**config.mk**
```make
export PLATFORM = sky130hd
export DESIGN_NAME = fetch_unit
export DESIGN_NICKNAME = d
export VERILOG_FILES = /design/src/rtl/fetch_unit.sv
export SDC_FILE = /design/constraint.sdc
export NUM_CORES = 1
export LEC_CHECK = 0
export ABC_AREA = 1
export CAP_MARGIN = 20
export CORE_ASPECT_RATIO = 0.75
export CORE_UTILIZATION = 44
export DETAILED_ROUTE_END_ITERATION = 12
export PLACE_DENSITY = 0.81
export SYNTH_ARGS = -nofsm -noshare
export SYNTH_HDL_FRONTEND = slang
export SYNTH_SLANG_ARGS = --single-unit
```
**constraint.sdc**
```tcl
create_clock -name clk -period 1.5 [get_ports clk]
set_input_delay 0.225 -clock clk [delete_from_list [all_inputs] [get_ports clk]]
set_output_delay 0.225 -clock clk [all_outputs]
set_load 0.02 [all_outputs]
```
**src/rtl/fetch_unit.sv**
```systemverilog
// Instruction-fetch stage: owns the PC, addresses the instruction ROM
// and registers fetched words into the IF/ID handshake register.
module fetch_unit #(
    parameter int unsigned PC_WIDTH    = 32,
    parameter int unsigned ADDR_WIDTH  = 16,
    parameter int unsigned INSTR_WIDTH = 32,
    parameter logic [PC_WIDTH-1:0] RESET_PC = '0
) (
    input  logic                   clk,
    input  logic                   rst_n,
    output logic [ADDR_WIDTH-1:0]  rom_addr,
    input  logic [INSTR_WIDTH-1:0] rom_data,
    input  logic                   redirect_valid,
    input  logic [PC_WIDTH-1:0]    redirect_pc,
    input  logic                   halt_req,
    input  logic                   resume,
    input  logic                   id_ready,
    output logic                   if_valid,
    output logic [PC_WIDTH-1:0]    if_pc,
    output logic [INSTR_WIDTH-1:0] if_instr,
    output logic                   halted,
    output logic [31:0]            fetch_count
);

    typedef enum logic [1:0] {
        BOOT,
        RUN,
        HALT
    } state_t;

    localparam logic [PC_WIDTH-1:0] PC_MASK = ~PC_WIDTH'(3);

    state_t                 state_q, state_d;
    logic [PC_WIDTH-1:0]    pc_q, pc_d;
    logic                   valid_q, valid_d;
    logic [PC_WIDTH-1:0]    ipc_q, ipc_d;
    logic [INSTR_WIDTH-1:0] instr_q, instr_d;
    logic [31:0]            cnt_q;
    logic                   xfer;
    logic                   slot_free;
    logic                   fetch;

    assign xfer      = valid_q & id_ready;
    assign slot_free = ~valid_q | id_ready;

    assign rom_addr    = pc_q[ADDR_WIDTH+1:2];
    assign if_valid    = valid_q;
    assign if_pc       = ipc_q;
    assign if_instr    = instr_q;
    assign halted      = (state_q == HALT);
    assign fetch_count = cnt_q;

    always_comb begin
        state_d = state_q;
        pc_d    = pc_q;
        valid_d = valid_q & ~id_ready;
        ipc_d   = ipc_q;
        instr_d = instr_q;
        fetch   = 1'b0;
        // Redirect first, then state; halt_req only matters in RUN.
        priority case (1'b1)
            redirect_valid: begin
                pc_d    = redirect_pc & PC_MASK;
                valid_d = 1'b0;
                state_d = RUN;
            end
            state_q == BOOT: state_d = RUN;
            state_q == HALT: if (resume) state_d = RUN;
            halt_req:        state_d = HALT;
            default:         fetch = slot_free;
        endcase
        if (fetch) begin
            pc_d    = pc_q + PC_WIDTH'(4);
            ipc_d   = pc_q;
            instr_d = rom_data;
            valid_d = 1'b1;
        end
    end

    always_ff @(posedge clk or negedge rst_n) begin
        if (!rst_n) begin
            state_q <= BOOT;
            pc_q    <= RESET_PC & PC_MASK;
            valid_q <= 1'b0;
            ipc_q   <= '0;
            instr_q <= '0;
            cnt_q   <= '0;
        end else begin
            state_q <= state_d;
            pc_q    <= pc_d;
            valid_q <= valid_d;
            ipc_q   <= ipc_d;
            instr_q <= instr_d;
            if (xfer) cnt_q <= cnt_q + 32'd1;
        end
    end

endmodule

```
# Yosys cells after proc, flatten, opt, wreduce, memory -nomap -nowiden
# Index checks and enable logic that the tools add are counted.
# W data, S select, Z words.
dict set report classes {
  n_addsub 2
  n_mul 0
  n_div 0
  n_lt_le_gt_ge 0
  eq_ne 2
  n_shift 0
  mux 13
  bitwise_logic 5
  n_reduce_logical 4
}
# cell n
set op_table {}
lappend op_table {{$mux W32} 2}
lappend op_table {{$add A32 B1 Y32 const B} 1}
lappend op_table {{$add A32 B3 Y32 const B} 1}
lappend op_table {{$mux W2} 5}
lappend op_table {{$mux W1} 6}
lappend op_table {{$ne A4 B3 Y1 const B} 1}
lappend op_table {{$reduce_bool A4 Y1} 1}
lappend op_table {{$and A1 B1 Y1} 2}
lappend op_table {{$eq A2 B2 Y1 const B} 1}
lappend op_table {{$logic_not A2 Y1} 1}
lappend op_table {{$not A1 Y1} 2}
lappend op_table {{$reduce_and A2 Y1} 1}
lappend op_table {{$reduce_bool A2 Y1} 1}
lappend op_table {{$or A1 B1 Y1} 1}
dict set report totals {
  regBits 131
  latch_bits 0
  mem_bits_rw 0
  rom_bits 0
  in_bits 70
  out_inout_bits 114
  wordCells 32
  n_memories 0
}

# Depth between registers and ports, before layout
dict set report depth {
  word_depth 7
  ltp_mapped 10
  mapped_depth_nobuf 10
}

# Least setup slack after synthesis
# OpenSTA, ideal clock, no wires.
dict set report synth_path {
  kind {register -> register}
  start {register cnt_q[0], in the netlist fetch_count[0]}
  end {register cnt_q[20], in the netlist fetch_count[20]}
  setup_time_ns 0.130
  arrival_ns 1.451
  t_required_ns 1.370
  slack_ns -0.081
  path_stages_with_launch 8
  path_buffers 0
  path_cell_list {dfrtp_1 -> ha_1 -> inv_1 -> nor2_8 -> nand3_1 -> nor2_2 -> nand3_1 -> xnor2_1}
}
dict set report synth_between {
  elab_chain_cells 1
}
# item line_no
set synth_rtl {}
lappend synth_rtl {{start, declared} 38} ;# logic [31:0] cnt_q;
lappend synth_rtl {{start signal, assigned} 94} ;# if (xfer) cnt_q <= cnt_q + 32'd1;
lappend synth_rtl {{$add A32 B1 Y32} 94}
# Every way passes these cells.
# A chain may end at the register's enable or synchronous reset.

# Final worst setup path
dict set report layout_path {
  start {register pc_q[3]}
  end {register pc_q[29]}
}
dict set report layout_between {
  elab_chain_cells 2
}
# item line_no
set layout_rtl {}
lappend layout_rtl {{start, declared} 34} ;# logic [PC_WIDTH-1:0] pc_q, pc_d;
lappend layout_rtl {{start signal, assigned} 83} ;# pc_q <= RESET_PC & PC_MASK;
lappend layout_rtl {{start signal, assigned} 90} ;# pc_q <= pc_d;
lappend layout_rtl {{$add A32 B3 Y32} 73} ;# pc_d = pc_q + PC_WIDTH'(4);
lappend layout_rtl {{$mux W32} 72} ;# if (fetch) begin
# Every way passes these cells.

==> reports/results.ini <==
[outcome]
outcome = finished with violations
violations = setup timing

[sta]
skew_ns = 0.00908
drv_slew = 0
min_period_ns = 1.58
max_slew_margin_pct = 66.0
rsz0062_at_grt = yes
fin_crit_sh_pct = 105
setup_viol = 15
fin_setup_tns_ns = -0.502
worst_slack_ns = -0.0798
finalHoldViolCount = 0
maxClockFrequency_ghz = 0.633
worstMarginPinSlew_ns = 0.506

[critical_path]
reg2regPathDepth = 12
cpPeakStageDelay_ns = 0.38
critPathLaunchType = flip-flop
critPathTopFamily = simple AND/OR/NAND/NOR gates
setup.worst_path.class = reg -> reg
critPathSlowestCell = dfrtp_1
path_max_fanout = 6
path_common_cell = nand2_1
cp-end-kind = flip-flop
crit_arrival_ns = 1.89
critPathRequiredTime_ns = 1.81
cp_num_cells = 12
path_cells = buf_4 > buf_6 > nand2_1 > nor2_4 > nand2_2 > nor2_2 > buf_6 > nand2_1 > nand2_1 > nand3_1 > nand2_1 > inv_1
path_buf_inv = 4

[worst_hold_path]
whs_path_depth = 3
holdCritPathClass = in -> reg

[logic_synthesis]
ys_seq_elements = 127
syn_area_per_cell_um2 = 7.45
syn-cell-area_um2 = 6620
async_flop_share_pct = 100
synth_seq_area_share_pct = 48.0
syn_inst = 888
yosysUniqueCellTypes = 36
yosys_warnings = 0
synthTopCellsByArea = dfrtp_1, nand2_1, nor2_1
post-synth-top-area-fraction_pct = 48.0
synth_most_common_cell = nand2_1
synth_edf_count = 0
synth.largest_area_cell = dfrtp_1
synth_commonest_cells = nand2_1, dfrtp_1, nor2_1
synthFlopType = dfrtp_1

[die]
row_count = 38
fp.dieW_um = 144
pin_count = 184
dieArea_um2 = 15500
die_h_um = 108
design.core.area_um2 = 14500
start_util_pct = 45.5

[placed_design]
port_buffers = 179
hpwl_mm = 14.3
gp_congestion = 0.926
placed_cell_area_um2 = 9130

[grt]
antenna_found_initial = 0
grtUsageMet2_pct = 40.2
track_usage_pct = 26.2
met1_usage_pct = 36.0
grt_pass1_wl_mm = 31.2
met3_usage_pct = 6.91
grt_pass1_vias = 6395
grt_max_degree = 68
overflow = 0
grt.busiest_layer = met2

[finish]
multi_input_area_um2 = 3200
layout-drive-gt1-share_pct = 21.0
design_area_um2 = 10000
diodes = 0
regArea_um2 = 3190
nets = 1223
fillers = 1188
synthToLayoutAreaGrowth_pct = 51.3

[clocking]
htree_levels = 4
clk_pin_slew_worst_paths_ns = 0.06
cts-buffers-inserted = 17
clock_sinks = 127
clkLatencyLatePin_ns = 0.41
cts-root-buf = clkbuf_16
clockBufferDepth = 2
cts_tree = yes

[power]
p_sw_share_pct = 32.2
power_switching_mw = 3.62
pwr-share-clk_pct = 36.0
p_leak_nw = 5.04
peakVddDrop_mv = 0.956
p_per_area_nw_per_um2 = 1120
power_frac_seq_pct = 38.6
p_comb_share_pct = 25.5
p_int_mw = 7.62

[detailed_routing]
drc_errors = 0
num_vias = 6701
post_drt_wl_per_cell_um = 14.6
drtIter0Drc = 438
via_per_inst = 4.91
routed_wl_mm = 19.9
drtPass1Iterations = 8
antenna_left = 0

[flow_run]
maxCapViolations = 0

[worst reg2reg max path, stage by stage (launching register included)]
cell and delay (ns):
dfrtp_1 0.38, buf_4 0.13, buf_6 0.08, nand2_1 0.08, nor2_4 0.21, nand2_2 0.10
nor2_2 0.11, buf_6 0.14, nand2_1 0.05, nand2_1 0.05, nand3_1 0.06, nand2_1 0.06
inv_1 0.03
[layer usage]
metal	vias to the layer above	wire (um)
li1	3277	-
met1	3091	8920
met2	299	8800
met3	34	1820
met4	0	321
met5	-	0
[flip-flops by register name, indices dropped and copies added, names as in the netlist]
register / flops
fetch_count: 32
if_instr: 32
if_pc: 30
pc_q: 30
state_q: 2
if_valid: 1
[kinds of logic after synthesis]
kind of cell    count (synthesis)  share of synthesized area (%)
fa+ha+maj                       2                          0.378
flops                         127                           48.0
buf+inv                       107                           8.09
simple gates                  572                           35.8
compound gates                 58                           4.88
other cells                     1                         0.0567
xor+xnor                       21                           2.78
[repair_timing]
item,CTS,global route
resized for setup,143,106
setup endpoints to repair,129,67
pin swaps,8,27
setup buffers,4,13
hold buffers,1,0
cloned,0,1
endpoints found under the hold margin,127,0
[cell usage in the layout, fill, tap and decap left out, drive strengths merged, types with 6 or more instances in the layout]
cell type | netlist | routed
nand2 | 361 | 361
nor2 | 136 | 136
dfrtp | 127 | 127
buf | 39 | 109
dlygate4sd2 | 0 | 94
clkdlybuf4s50 | 0 | 66
inv | 64 | 66
nand3 | 48 | 48
clkbuf | 3 | 31
o21ai | 28 | 28
a21oi | 16 | 16
xor2 | 12 | 12
xnor2 | 9 | 9
nand3b | 8 | 8
nor3 | 8 | 8
nand4 | 7 | 7
o211ai | 6 | 6
[stage by stage]
step	worst slack (ns)	total power, mW	instances	util [%]	hold slack, ns
after CTS	-0.0487	11.2	1350	66.4	0.328
after detailed placement	-0.321	7.48	1313	62.8	0.266
after global routing	-0.170	11.8	1364	68.8	0.331
after floorplan	0.00495	5.81	889	-	-0.0706
final	-0.0798	11.2	1364	68.8	0.344
after global placement	-0.248	7.42	1313	62.8	0.268
[layout make-up]
type | instances | share of cell area (%)
multi-input combinational | 655 | 31.9
timing repair buffer | 285 | 25.5
tap | 200 | 2.50
inverter | 65 | 2.50
sequential | 127 | 31.9
clock inverter | 12 | 1.37
clock buffer | 20 | 4.36
[worst paths after layout]
| check | end | slack [ns] | from |
|---|---|---|---|
| worst max-delay path | pc_q[29] | -0.08 | pc_q[3] |
| worst min-delay path | if_instr[17] | 0.34 | rom_data[17] |
| worst max register to register | pc_q[29] | -0.08 | pc_q[3] |
| worst min register to register | if_instr[21] | 0.48 | if_instr[21] |
| max in group asynchronous | pc_q[28] | 0.80 | rst_n |
| min in group asynchronous | if_pc[10] | 0.36 | rst_n |
[power by group through the flow]
stage               registers, mW  clock network, mW  logic [mW]
floorplan                    4.85                  0       0.960
global placement             4.39                  0        3.03
detailed placement           4.39                  0        3.08
CTS                          4.34               4.09        2.79
global route                 4.40               4.29        3.12
finish                       4.34               4.04        2.86
(Power assumes the default switching activity.)
